<file path="config.mk">
export PLATFORM = sky130hd
export DESIGN_NAME = shift_seq
export DESIGN_NICKNAME = d
export VERILOG_FILES = /design/src/rtl/shift_pkg.sv /design/src/rtl/shift_core.sv /design/src/rtl/shift_seq.sv
export SDC_FILE = /design/constraint.sdc
export NUM_CORES = 1
export LEC_CHECK = 0
export ABC_CLOCK_PERIOD_IN_PS = 5200
export BUFFER_PORTS_ARGS = -buffer_cell sky130_fd_sc_hd__buf_2
export CORE_UTILIZATION = 45
export CTS_BUF_LIST = sky130_fd_sc_hd__clkbuf_2 sky130_fd_sc_hd__clkbuf_4 sky130_fd_sc_hd__clkbuf_8
export DETAILED_ROUTE_END_ITERATION = 16
export GPL_TIMING_DRIVEN = 0
export MAX_ROUTING_LAYER = met4
export SLEW_MARGIN = 20
export SYNTH_ARGS = -nofsm -noshare
export SYNTH_HDL_FRONTEND = slang
export SYNTH_SLANG_ARGS = --single-unit
</file>
<file path="constraint.sdc">
create_clock -name clk -period 5.2 [get_ports clk]
set_input_delay 1.04 -clock clk [delete_from_list [all_inputs] [get_ports clk]]
set_output_delay 1.04 -clock clk [all_outputs]
set_load 0.05 [all_outputs]
</file>
<file path="src/rtl/shift_pkg.sv">
// shift_pkg: shift encodings, FSM state type, step size and start-time decode shared by shift_seq
package shift_pkg;

    localparam int STEP = 4;

    typedef enum logic [1:0] {
        SH_LSL = 2'b00,
        SH_LSR = 2'b01,
        SH_ASR = 2'b10,
        SH_ROR = 2'b11
    } sh_e;

    typedef enum logic [1:0] {
        ST_IDLE,
        ST_RUN,
        ST_DONE
    } state_e;

    typedef struct packed {
        logic [4:0]  e;
        logic [31:0] res;
        logic        c;
    } dec_t;

    // Effective step count plus the result/carry used when no stepping is needed (e == 0)
    function automatic dec_t decode(input logic [31:0] op, input logic [1:0] sh,
                                    input logic [7:0] amt, input logic cin);
        dec_t d;
        d = '{e: 5'd0, res: op, c: cin};
        if (amt != 8'd0) begin
            if (sh == SH_ROR) begin
                if (amt[4:0] == 5'd0)
                    d.c = op[31];
                else
                    d.e = amt[4:0];
            end else if (amt < 8'd32) begin
                d.e = amt[4:0];
            end else if (sh == SH_ASR) begin
                d.res = {32{op[31]}};
                d.c   = op[31];
            end else begin
                d.res = '0;
                d.c   = (amt == 8'd32) && (sh == SH_LSL ? op[0] : op[31]);
            end
        end
        return d;
    endfunction

endpackage

</file>
<file path="src/rtl/shift_core.sv">
// shift_core: combinational 32-bit shifter by 0..4 positions with carry in/out
module shift_core
    import shift_pkg::*;
(
    input  logic [31:0] x_i,
    input  logic [1:0]  sh_i,
    input  logic [2:0]  amt_i,
    input  logic        c_i,
    output logic [31:0] y_o,
    output logic        c_o
);

    logic [32:0] lsl;
    logic [32:0] lsr;
    logic [32:0] asr;
    logic [31:0] ror;

    // Carry rides in the extra bit so a zero-amount shift passes c_i straight through
    assign lsl = {c_i, x_i} << amt_i;
    assign lsr = {x_i, c_i} >> amt_i;
    assign asr = 33'($signed({x_i, c_i}) >>> amt_i);
    assign ror = 32'({x_i, x_i} >> amt_i);

    // Select shift type; carry is the last bit shifted out
    always_comb begin
        y_o = sh_i == SH_LSL ? lsl[31:0] : sh_i == SH_LSR ? lsr[32:1] : sh_i == SH_ASR ? asr[32:1] : ror;
        c_o = sh_i == SH_LSL ? lsl[32] : sh_i == SH_LSR ? lsr[0] : sh_i == SH_ASR ? asr[0] : (amt_i == 3'd0 ? c_i : ror[31]);
    end

endmodule

</file>
<file path="src/rtl/shift_seq.sv">
// shift_seq: multi-cycle barrel-shift sequencer, up to 4 bit positions per cycle; SHIFT_SEQ_RRX_EN enables rotate-right-extended
module shift_seq
    import shift_pkg::*;
(
    input  logic        clk,
    input  logic        reset,
    input  logic        start,
    input  logic [31:0] op_a,
    input  logic [1:0]  sh,
    input  logic [7:0]  amt,
    input  logic        carry_in,
    input  logic        rrx,
    input  logic        flush,
    output logic        busy,
    output logic        done,
    output logic [31:0] result,
    output logic        carry_out
);

    state_e      state_q;
    logic [4:0]  rem_q;
    logic [31:0] w_q;
    logic        c_q;
    logic [1:0]  sh_q;
    logic [31:0] result_q;
    logic        carry_q;
    logic        busy_q;
    logic        done_q;
    dec_t        dec_d;
    logic [2:0]  step_d;
    logic [31:0] y_d;
    logic        cy_d;

`ifdef SHIFT_SEQ_RRX_EN
    assign dec_d = rrx ? dec_t'{e: 5'd0, res: {carry_in, op_a[31:1]}, c: op_a[0]}
                       : decode(op_a, sh, amt, carry_in);
`else
    logic unused_rrx;
    assign unused_rrx = rrx;
    assign dec_d = decode(op_a, sh, amt, carry_in);
`endif

    assign step_d = rem_q > 5'(STEP) ? 3'(STEP) : rem_q[2:0];

    shift_core u_core (
        .x_i  (w_q),
        .sh_i (sh_q),
        .amt_i(step_d),
        .c_i  (c_q),
        .y_o  (y_d),
        .c_o  (cy_d)
    );

    // Sequencer: accept in IDLE, step the working register in RUN, publish on entry to DONE
    always_ff @(posedge clk) begin
        if (reset) begin
            state_q  <= ST_IDLE;
            rem_q    <= '0;
            w_q      <= '0;
            c_q      <= 1'b0;
            sh_q     <= '0;
            result_q <= '0;
            carry_q  <= 1'b0;
            busy_q   <= 1'b0;
            done_q   <= 1'b0;
        end else begin
            case (state_q)
                ST_IDLE: begin
                    if (start && !flush) begin
                        w_q    <= op_a;
                        sh_q   <= sh;
                        c_q    <= carry_in;
                        rem_q  <= dec_d.e;
                        busy_q <= 1'b1;
                        if (dec_d.e == 5'd0) begin
                            state_q  <= ST_DONE;
                            done_q   <= 1'b1;
                            result_q <= dec_d.res;
                            carry_q  <= dec_d.c;
                        end else begin
                            state_q <= ST_RUN;
                        end
                    end
                end
                ST_RUN: begin
                    if (flush) begin
                        state_q <= ST_IDLE;
                        busy_q  <= 1'b0;
                        rem_q   <= '0;
                    end else begin
                        w_q   <= y_d;
                        c_q   <= cy_d;
                        rem_q <= rem_q - 5'(step_d);
                        if (rem_q <= 5'(STEP)) begin
                            state_q  <= ST_DONE;
                            done_q   <= 1'b1;
                            result_q <= y_d;
                            carry_q  <= cy_d;
                        end
                    end
                end
                default: begin
                    state_q <= ST_IDLE;
                    busy_q  <= 1'b0;
                    done_q  <= 1'b0;
                end
            endcase
        end
    end

    assign busy      = busy_q;
    assign done      = done_q;
    assign result    = result_q;
    assign carry_out = carry_q;

endmodule
</file>
* Word level (Yosys, flattened, before mapping)
Cells that the tools add are included.
** Cells by class
- Add/sub/neg operators :: 1
- $mul :: 0
- Divide/modulo/power cells :: 0
- Magnitude comparators :: 3
- Eq/ne operators :: 12
- Shift-type cells :: 4
- Multiplexer cells :: 50
- Bitwise logic cells :: 0
- Reduce and logical (&&, ||, !) cells :: 18
** Operators with widths (number)
- 2-to-1 mux 32 bit :: 10
- case mux 32 bit (2 select lines) :: 2
- 2-to-1 mux 33 bit :: 2
- >> shifter 64 x 3 -> 32 bit :: 1
- 2-to-1 mux 38 bit :: 1
- left shift 33 x 3 -> 33 bit :: 1
- >> shifter 33 x 3 -> 33 bit :: 1
- >>> shifter 33 x 3 -> 33 bit :: 1
- 2-to-1 mux 5 bit :: 5
- 2-to-1 mux 1 bit :: 19
- zero test 5 bit :: 2
- inequality test 2 bit, second input constant :: 5
- case mux 5 bit (2 select lines) :: 1
- == test 8 x 6 -> 1 bit, second input constant :: 1
- < comparator 8 x 6 -> 1 bit, second input constant :: 1
- 2-to-1 mux 2 bit :: 4
- case mux 1 bit (2 select lines) :: 4
- AND reduction 2 bit :: 4
- nonzero test 8 bit :: 1
- == test 2 bit, second input constant :: 3
- zero test 2 bit :: 3
- greater-than comparator 5 x 3 -> 1 bit, second input constant :: 1
- less-or-equal comparator 5 x 3 -> 1 bit, second input constant :: 1
- AND reduction 5 bit :: 1
- other kinds (11) :: 13
** Word-level totals
- Bits in registers :: 77
- Bits in latches :: 0
- RAM bits :: 0
- Memory bits (read-only) :: 0
- Input bits :: 48
- Output and inout port bits :: 35
- Logic and storage cells :: 97
- Memories :: 0

* Logic depth before layout (Yosys ltp)
Gate-level depths: netlist (run 1).
- Depth in word-level cells :: 11
- Depth in mapped cells :: 12
- Depth with buffers taken out :: 8

* By module
A second synthesis (run 1) with hierarchy kept.
** Second synthesis, totals
- Cell total of the unflattened synthesis :: 735
- Area total of the unflattened synthesis :: 6403.6 um2
** By module, submodules not included
- shift_seq :: instances 1, cells an instance 437, area an instance 3671.0 um2, sequential area each 1541.5 um2
- shift_core :: instances 1, cells an instance 298, area an instance 2732.6 um2, sequential area each 0.0 um2

* Least setup slack after synthesis (run 1)
Ideal clock, no wire load.
- Path type :: input -> register
- From :: in amt[0]
- To :: reg result_q[29] (netlist: result[29])
- Library setup time :: 0.145 ns
- Arrival time :: 2.556 ns
- Path slack :: 2.500 ns
- Stages on the path :: 7
- Path buffers :: 2
- Cell sequence :: nor4_1 > nand3b_1 > a21boi_0 > clkbuf_1 > and2_1 > clkbuf_1 > a311oi_2
** Between the ends
- Cells in the longest elaborated chain, start to end :: 7
** RTL lines
- start, declared :: RTL line shift_seq.sv:10 : input logic [7:0] amt,
- < comparator 8 x 6 -> 1 bit or zero test 5 bit (tied branches) :: RTL line shift_pkg.sv:36, shift_pkg.sv:32
- 2-to-1 mux 5 bit (tied with other cells) :: RTL line shift_pkg.sv:36 : end else if (amt < 8'd32) begin
- 2-to-1 mux 5 bit or 2-to-1 mux 32 bit (tied branches) :: RTL line shift_pkg.sv:31 : if (sh == SH_ROR) begin
- 2-to-1 mux 38 bit (*) :: RTL line shift_pkg.sv:30 : if (amt != 8'd0) begin
- zero test 5 bit or 2-to-1 mux 32 bit (tied branches) :: RTL line shift_seq.sv:75 : if (dec_d.e == 5'd0) begin
- inequality test 2 bit (no line) or 2-to-1 mux 32 bit (tied branches)
- AND reduction 5 bit (no line) or case mux 32 bit (2 select lines) (tied branches)
- end signal, assigned :: RTL line shift_seq.sv:78 : result_q <= dec_d.res;
- end signal, assigned :: RTL line shift_seq.sv:97 : result_q <= y_d;
- end, declared :: RTL line shift_seq.sv:25 : logic [31:0] result_q;
Mark *: on every way between the ends. The rest lies on a longest branch, timed or not. The select of a mux whose other input is x is not followed.
A chain may end at the register's enable or synchronous reset.

* Worst setup path in the final report (run 1)
- From :: reg state_q[0]
- To :: reg result_q[27] (netlist: result[27])
** Between the ends
- Cells in the longest elaborated chain, start to end :: 3
** RTL lines
- start, declared :: RTL line shift_seq.sv:20 : state_e state_q;
- start signal, assigned :: RTL line shift_seq.sv:57 : state_q <= ST_IDLE;
- start signal, assigned :: RTL line shift_seq.sv:76 : state_q <= ST_DONE;
- start signal, assigned :: RTL line shift_seq.sv:81 : state_q <= ST_RUN;
- == test 2 x 1 -> 1 bit or zero test 2 bit (tied branches) :: RTL line shift_seq.sv:67 : case (state_q)
- inequality test 2 bit (no line) or nonzero test 2 bit (tied branches)
- AND reduction 5 bit (no line)
Parallel ways exist; a longest one is shown, timed or not.

==> impl_metrics.ini, run 1 <==
[grt]
overflow = 0
grt_usage = 0.4274
grt_max_degree = 16
first_global_vias = 7052
antenna_found_initial = 0
grt_first_pass_wirelength_microns = 43600

[cts]
clock_path_buffers = 2
insertion_delay_ns = 0.37
post-cts-setup-buffers = 0
post_cts_resized = 0
clk_pin_slew_ns = 0.08
h-tree-depth = 3
clock_sinks = 77
clock-root-buffer = clkbuf_8
tritoncts = yes
ctsHoldBuffers = 0
cts_buffers = 9

[timing]
drv_slew = 0
period_share = 0.6835
tns_ns = 0
finalHoldViolCount = 0
clock-skew-final_ns = 0.01582
worstMarginPinSlew_ns = 1.059
setup_viol = 0
fin_crit_ns = 3.554
fmax_mhz = 281.4
slew_headroom = 0.2912
rsz0062_at_grt = no

[yosys]
synth_cell_types = 71
async_reset_ff_frac = 0
avgSynthCellArea_sq_um = 7.477
ys_warn_count = 0
ys_seq_area_frac = 0.2524
synth_area_sq_um = 6108
synth_edf_count = 0
synth_ff_type = dfxtp_1
synthesis.nets = 867
syn_inst = 817
synth_seq_cells = 77

[cells_and_area]
drive_above_1_share = 0.1732
finalInstanceArea_sq_um = 6933
n_fill_cell = 1358
nets = 957
syn2layout_area_growth_pct = 13.50

[die]
io_pins = 83
start_util = 0.4613
core_sq_um = 13240
die_area_sq_um = 14040
die_y_microns = 118.5
num_rows = 42
die_x_microns = 118.5

[critical_path]
cp.arrival_ns = 3.81
cp-end-kind = flop
criticalPathCategory = flop to flop
path_max_fanout = 10
worst_ep_required_time_ns = 5.46
r2r_cells = 6
start_kind = flop

[routing]
post_drt_wl_per_cell_microns = 26.87
highest_layer = met4
drc_errors = 0
viasPerCell = 6.980
drt_wl_total_microns = 29260
ant_nets = 0
drt_iter0_drc = 1162
vias = 7601
routed-wl-met3_microns = 3852
m1WireLength_microns = 11270
wl_met2_microns = 12550
drt_pre_antenna_iters = 6

[placement]
dp_hpwl_microns = 21820
place_area_sq_um = 6724
gp_congestion = 0.9893
io_buffers = 79

[pwr]
power.static_leakage_nw = 2.555
cellPowerDensity_nw_per_um2 = 252.7
ir_drop_uv = 224.4

[hold_path]
hold_path_depth = 2
hp-class = flop to flop

[status]
status = finished clean

[run]
drv_cap = 0
==> cell families (layout without fill, tap and decap cells) <==
kind of cell             Yosys count  after routing  share of synthesized area
XOR/XNOR                           1              1                   0.001434
other                              2              3                   0.001229
multiplexers                      61             61                     0.1354
adder cells (fa/ha/maj)            2              2                   0.004096
AO/OA/AOI/OAI                    269            269                     0.3007
buffers and inverters            111            206                    0.07968
flip-flops                        77             77                     0.2524
AND/OR/NAND/NOR                  294            294                     0.2251
==> critical path: stages (launching register included) <==
cell and delay, ns:
dfxtp_1 0.32, clkbuf_1 0.34, nor2b_1 0.66, clkbuf_1 0.58, buf_1 0.64, o221ai_1 0.49, a311oi_1 0.41
==> where the power goes <==
| part | total (mW) | switching (mW) | leakage (nW) | internal, mW |
|---|---|---|---|---|
| sequential | 0.662 | 0.0317 | 0.632 | 0.630 |
| clock | 0.476 | 0.249 | 0.0940 | 0.227 |
| combinational | 0.614 | 0.434 | 1.83 | 0.180 |
| total | 1.75 | 0.715 | 2.55 | 1.04 |
==> synthesized netlist by cell type, types with 8 or more instances <==
master      n  area [sq um]
a211o_1     8         70.07
mux2i_1    41         410.4
nor2b_1    10         62.56
nor3_1     26         130.1
o221ai_1    8         70.07
clkbuf_1   64         240.2
a21oi_1    83         415.4
nand3_1    38         190.2
buf_2      22         110.1
mux4_2     17         382.9
buf_1      10         37.54
nand2_1    74         277.8
nor2_1    103         386.6
a311oi_1   17         148.9
a31oi_1     9         56.30
o22ai_1     9         56.30
o211ai_1    9         67.56
dfxtp_1    77          1541
a211oi_1   41         307.8
o21ai_0    25         125.1
==> cells in the final DEF, fill, tap and decap left out, types with 10 or more instances in the layout <==
cell type  count
nor3_1        26
buf_2        101
o21ai_0       25
a211oi_1      41
nand2_1       74
nor2_1       103
a311oi_1      17
clkbuf_1      64
dfxtp_1       77
nor2b_1       10
mux4_2        17
mux2i_1       41
a21oi_1       83
nand3_1       38
buf_1         10
==> routing by layer <==
layer,up-vias,track usage
li1,3235,-
met1,3562,0.5436
met2,668,0.6210
met3,136,0.1071
met4,0,0.2310
met5,-,-
==> cell type report <==
type / instances / area (sq um) / share of cell area
Multi-Input combinational cell: 629 / 4081 / 0.5887
Sequential cell: 77 / 1541 / 0.2223
Buffer: 104 / 460.4 / 0.06641
Timing Repair Buffer: 79 / 395.4 / 0.05703
Tap cell: 176 / 220.2 / 0.03176
Clock buffer: 9 / 123.9 / 0.01787
Clock inverter: 7 / 81.33 / 0.01173
Inverter: 7 / 26.28 / 0.003790
Antenna cell: 1 / 2.502 / 0.0003609
==> sequential cells by signal (all words and copies together), names as in the netlist <==
name and flops:
carry_out 1, w_q 32, c_q 1, busy 1, state_q 2, sh_q 2
result 32, done 1, rem_q 5
==> final timing paths <==
path	slack [ns]	endpoint	startpoint
worst max register to register	1.65	result[27]	state_q[0]
worst min-delay path	0.49	result[31]	result[31]
worst min register to register	0.49	result[31]	result[31]
worst max-delay path	1.65	result[27]	state_q[0]
==> metrics by stage <==
stage          power (mW)  worst slack (ns)  cells  utilization  hold slack (ns)
2_1_floorplan       1.061             2.500    817            -           0.4902
3_3_place_gp        1.256             1.676   1072       0.5077           0.4686
3_5_place_dp        1.259             1.556   1072       0.5077           0.4741
4_1_cts             1.721             1.837   1088       0.5232           0.4924
5_1_grt             1.800             1.622   1088       0.5233           0.5110
6_report            1.752             1.646   1089       0.5235           0.4898
Power figures use the tool's default switching activity.
==> inputs of run 2 (changes only) <==
- ABC_AREA: not set -> 1
- ABC_CLOCK_PERIOD_IN_PS: 5200 -> 3400
- PLACE_DENSITY: not set -> 0.65
- clock period: 5.2 -> 3.4 ns (I/O delays scaled with it)
==> run 2 against run 1 <==
Effect of this change:
- critical path depth increased by 1
- die area is 4.8% lower
- synthesized cell count is 23% higher
- cell area fell by 4.1%
- first-iteration DRC count down 20%
- maximum frequency rose by 39%
- clock power up 65%
- power rose by 67%
- sequential share of layout area is 0.94 points higher
- critical endpoint is now result[6]
- global-route usage down 3.3 points
- sequential power rose by 60%
- via count down 2.2%
- critical path type unchanged
==> impl_metrics.ini, run 2 <==
[yosys]
synth_edf_count = 0
ys_warn_count = 0
synth_ff_type = dfxtp_1
synth_commonest_cells = 278 x nand2_1, 115 x a21oi_1, 113 x nor2_1
synth_cell_types = 34
synth_top_area_frac = 0.2654
async_reset_ff_frac = 0
avgSynthCellArea_sq_um = 5.796
synth_area_leaders = dfxtp_1 27%, nand2_1 18%, a21oi_1 9.9%
syn_inst = 1002
synthesis.nets = 1052
synth_seq_cells = 77
synth_top_cell_by_area = dfxtp_1
ys_seq_area_frac = 0.2654
synth_area_sq_um = 5808
synth.most_common_cell = nand2_1

[die]
die_area_sq_um = 13370
core_sq_um = 12620
num_rows = 41
die_x_microns = 115.6
die_y_microns = 115.6
io_pins = 83
start_util = 0.4602

[cts]
post-cts-setup-buffers = 0
clock-root-buffer = clkbuf_8
tritoncts = yes
ctsHoldBuffers = 0
insertion_delay_ns = 0.36
clk_pin_slew_ns = 0.09
cts_buffers = 9
post_cts_resized = 0
clock_sinks = 77
clock_path_buffers = 2
h-tree-depth = 3

[grt]
grt_max_degree = 15
overflow = 0
first_global_vias = 6692
grt_usage = 0.3942
antenna_found_initial = 0
grt_first_pass_wirelength_microns = 38030

[critical_path]
worst_ep_required_time_ns = 3.63
cp.arrival_ns = 2.78
cp_slowest_cell = buf_1
crit_buf_inv = 3
criticalPathCategory = flop to flop
regToRegSetupSlack_ns = 0.85
critPathTopFamily = buffers and inverters
path_max_fanout = 10
path_cells = nor2_1, inv_1, clkbuf_1, buf_1, o21ai_0, o21ai_1, a21oi_1
r2r_cells = 7
cp-end-kind = flop
start_kind = flop
cpPeakStageDelay_ns = 0.59
cp.depth = 7

[cells_and_area]
nets = 1144
syn2layout_area_growth_pct = 14.52
final_common_cell = nand2_1
fin_util = 0.5271
antenna-diode-count = 0
n_fill_cell = 1439
mostFrequentLayoutCells = 278 x nand2_1, 115 x a21oi_1, 113 x nor2_1
drive_above_1_share = 0.1328

[routing]
viasPerCell = 5.849
ant_nets = 0
drt_pre_antenna_iters = 5
drc_errors = 0
vias = 7434
drt_wl_total_microns = 24890
drt_iter0_drc = 927
post_drt_wl_per_cell_microns = 19.59

[timing]
tns_ns = 0
fin_crit_ns = 2.549
clock-skew-final_ns = 0.008416
slew_headroom = 0.4594
fmax_mhz = 392.3
period_share = 0.7498
finalHoldViolCount = 0
drv_slew = 0
rsz0062_at_grt = no
setup_viol = 0
worstMarginPinSlew_ns = 0.8109

[pwr]
power.static_leakage_nw = 3.094
cellPowerDensity_nw_per_um2 = 439.6
ir_drop_uv = 277.1

[status]
status = finished clean

[placement]
dp_hpwl_microns = 18990
io_buffers = 81
gp_congestion = 0.9778

[hold_path]
hp-class = flop to flop
hold_path_depth = 2

[run]
drv_cap = 0
## run 2: final cells by class
type / count / area, sq um / share of cell area
Multi-Input combinational cell: 789 / 3676 / 0.5527
Timing Repair Buffer: 81 / 405.4 / 0.06095
Clock buffer: 9 / 123.9 / 0.01862
Inverter: 67 / 251.5 / 0.03781
Clock inverter: 7 / 98.84 / 0.01486
Buffer: 69 / 339.1 / 0.05098
Tap cell: 172 / 215.2 / 0.03236
Sequential cell: 77 / 1541 / 0.2318
## run 2: path summary, 6_finish.rpt
path           start         to
max          sh_q[0]  result[6]
min             done       done
max reg2reg  sh_q[0]  result[6]
min reg2reg     done       done
## run 2: tightest hold or removal path: stages, from the launching register on
cell,delay (ns)
dfxtp_1,0.31
o21ai_0,0.07
a21oi_1,0.06
## run 2: kinds of logic after synthesis
family                     after synthesis  synth area share
buffers and inverters                  136            0.1017
and+or+nand+nor                        483            0.3419
DFF                                     77            0.2654
xor gates and xnor gates                 1          0.001508
adders and majority gates                2          0.004308
other                                    2          0.001293
AOI/OAI and AO/OA                      301            0.2839
## run 2: through the flow
| stage | worst slack [ns] | total power [mW] | hold slack, ns | area [sq um] | instances |
|---|---|---|---|---|---|
| after floorplan | 1.353 | 1.784 | 0.4580 | 5808 | 1002 |
| after global placement | 0.8598 | 2.119 | 0.4698 | 6429 | 1255 |
| after detailed placement | 0.8486 | 2.111 | 0.4656 | 6429 | 1255 |
| after CTS | 1.003 | 2.881 | 0.4820 | 6651 | 1271 |
| after global routing | 0.7866 | 3.060 | 0.5158 | 6651 | 1271 |
| final | 0.8507 | 2.924 | 0.4858 | 6651 | 1271 |
## run 2: layer usage
layer | GRT usage | share of wire
met2 | 0.5501 | 0.42
met4 | 0.1786 | 0.037
met1 | 0.5420 | 0.43
met3 | 0.08159 | 0.12
met5 | - | 0
## run 2: power breakdown
part / internal, mW / switching [mW]
logic: 0.299 / 0.774
clock network: 0.417 / 0.368
registers: 0.984 / 0.0810
total: 1.70 / 1.22
==> inputs of run 3 (changes only) <==
- ABC_CLOCK_PERIOD_IN_PS: 3400 -> 2300
- PLACE_DENSITY: 0.65 -> 0.68
- clock period: 3.4 -> 2.3 ns (I/O delays scaled with it)
==> run 3 against run 2 <==
Effect of this change:
- die area unchanged
- power up 40%
- count of clock-buffer cells in the layout up 2
- critical path type unchanged
- sequential share of layout area about the same
- clock power up 16%
- cell area down 0.19%
- critical endpoint unchanged
==> impl_metrics.ini, run 3 (synthesis gave the netlist of run 2 again) <==
[cells_and_area]
nets = 1146
mostFrequentLayoutCells = 278 x nand2_1, 114 x a21oi_1, 112 x nor2_1
drive_above_1_share = 0.1462
fin_util = 0.5261
antenna-diode-count = 0
final_common_cell = nand2_1
syn2layout_area_growth_pct = 14.30

[pwr]
ir_drop_uv = 471.3
power.static_leakage_nw = 3.116
p_clk_frac = 0.222
cellPowerDensity_nw_per_um2 = 615.1
switching_share = 0.4327
p_sw_mw = 1.767
power_frac_seq = 0.386
combPwrFrac = 0.392
intPower_mw = 2.317

[routing]
drt_pre_antenna_iters = 6
vias = 7478
post_drt_wl_per_cell_microns = 19.67
viasPerCell = 5.874
drt_iter0_drc = 797
drt_wl_total_microns = 25040
ant_nets = 0
drc_errors = 0

[cts]
clock-root-buffer = clkbuf_8
insertion_delay_ns = 0.36
clk_pin_slew_ns = 0.07
clock_path_buffers = 2
cts_buffers = 9
tritoncts = yes
h-tree-depth = 3
clock_sinks = 77

[grt]
grt_first_pass_wirelength_microns = 38060
antenna_found_initial = 0
grt_max_degree = 13
grt_usage = 0.3942
overflow = 0
first_global_vias = 6821

[critical_path]
criticalPathCategory = flop to flop
regToRegSetupSlack_ns = 0.06
worst_ep_required_time_ns = 2.53
start_kind = flop
r2r_cells = 8
cp.arrival_ns = 2.47
path_max_fanout = 10
cp-end-kind = flop

[timing]
rsz0062_at_grt = yes
fmax_mhz = 446.4
period_share = 0.9741
slew_headroom = 0.4394
fin_crit_ns = 2.240
finalHoldViolCount = 0
worstMarginPinSlew_ns = 0.8408
layout_setup_ws_ns = 0.05968
drv_slew = 0
clock-skew-final_ns = 0.01172
setup_viol = 0

[placement]
io_buffers = 81
post-place-ws_ns = -0.06044
dp_hpwl_microns = 19170
gp_congestion = 0.9813

[status]
status = finished clean

[die]
start_util = 0.4602
num_rows = 41
die_area_sq_um = 13370
die_y_microns = 115.6
core_sq_um = 12620
io_pins = 83
die_x_microns = 115.6

[run]
drv_cap = 0

[hold_path]
hold_path_depth = 2
hp-class = input pin to flop
run 3: cell type report:
| type | instances | area [sq um] |
|---|---|---|
| timing repair buffer | 83 | 420.4 |
| clock buffer | 11 | 138.9 |
| inverter | 67 | 251.5 |
| buffer | 69 | 356.6 |
| fill | 1426 | 5981 |
| tap | 172 | 215.2 |
| clock inverter | 5 | 27.53 |
| multi-input combinational | 789 | 3687 |
| sequential | 77 | 1541 |
run 3: metal layers:
| layer | wire length, microns | global-route usage |
|---|---|---|
| met3 | 2888 | 0.07688 |
| met4 | 969 | 0.1744 |
| met1 | 10640 | 0.5229 |
| met5 | 0 | - |
| met2 | 10540 | 0.5796 |
run 3: path summary, 6_finish.rpt:
check | startpoint | to
max reg2reg | rem_q[3] | result[6]
min reg2reg | done | done
max | rem_q[3] | result[6]
min | reset | done
run 3: critical path, stage by stage, from the launching register on:
cell and delay [ns]:
dfxtp_1 0.35, nor2_4 0.24, nand2_4 0.15, inv_2 0.12
buf_2 0.31, buf_2 0.33, o21ai_0 0.14, o21ai_1 0.34
a21oi_1 0.12
run 3: stage by stage:
step / power, mW / cells / hold WS [ns] / TNS, ns / instance area, sq um
after floorplan: 2.637 / 1002 / 0.4580 / 0 / 5808
after global placement: 3.137 / 1255 / 0.4671 / -0.07377 / 6429
after detailed placement: 3.128 / 1255 / 0.4731 / -0.1985 / 6429
after CTS: 4.015 / 1271 / 0.3551 / 0 / 6603
after global routing: 4.264 / 1273 / 0.3741 / -0.008309 / 6639
final: 4.084 / 1273 / 0.3549 / 0 / 6639
run 3: power by group through the flow:
stage                     registers (mW)  clock network, mW  logic (mW)
after global routing                1.59              0.955        1.72
after global placement              1.60                  0        1.54
final                               1.58              0.907        1.60
after detailed placement            1.60                  0        1.53
after CTS                           1.57              0.906        1.54
after floorplan                     1.77                  0       0.862
run 3: what timing repair did:
| item | 4_1_cts | 5_1_grt |
|---|---|---|
| gates resized for setup | 3 | 19 |
| hold buffers | 0 | 0 |
| pin swaps | 0 | 1 |
| setup endpoints to repair | 14 | 66 |
| setup buffers | 0 | 2 |
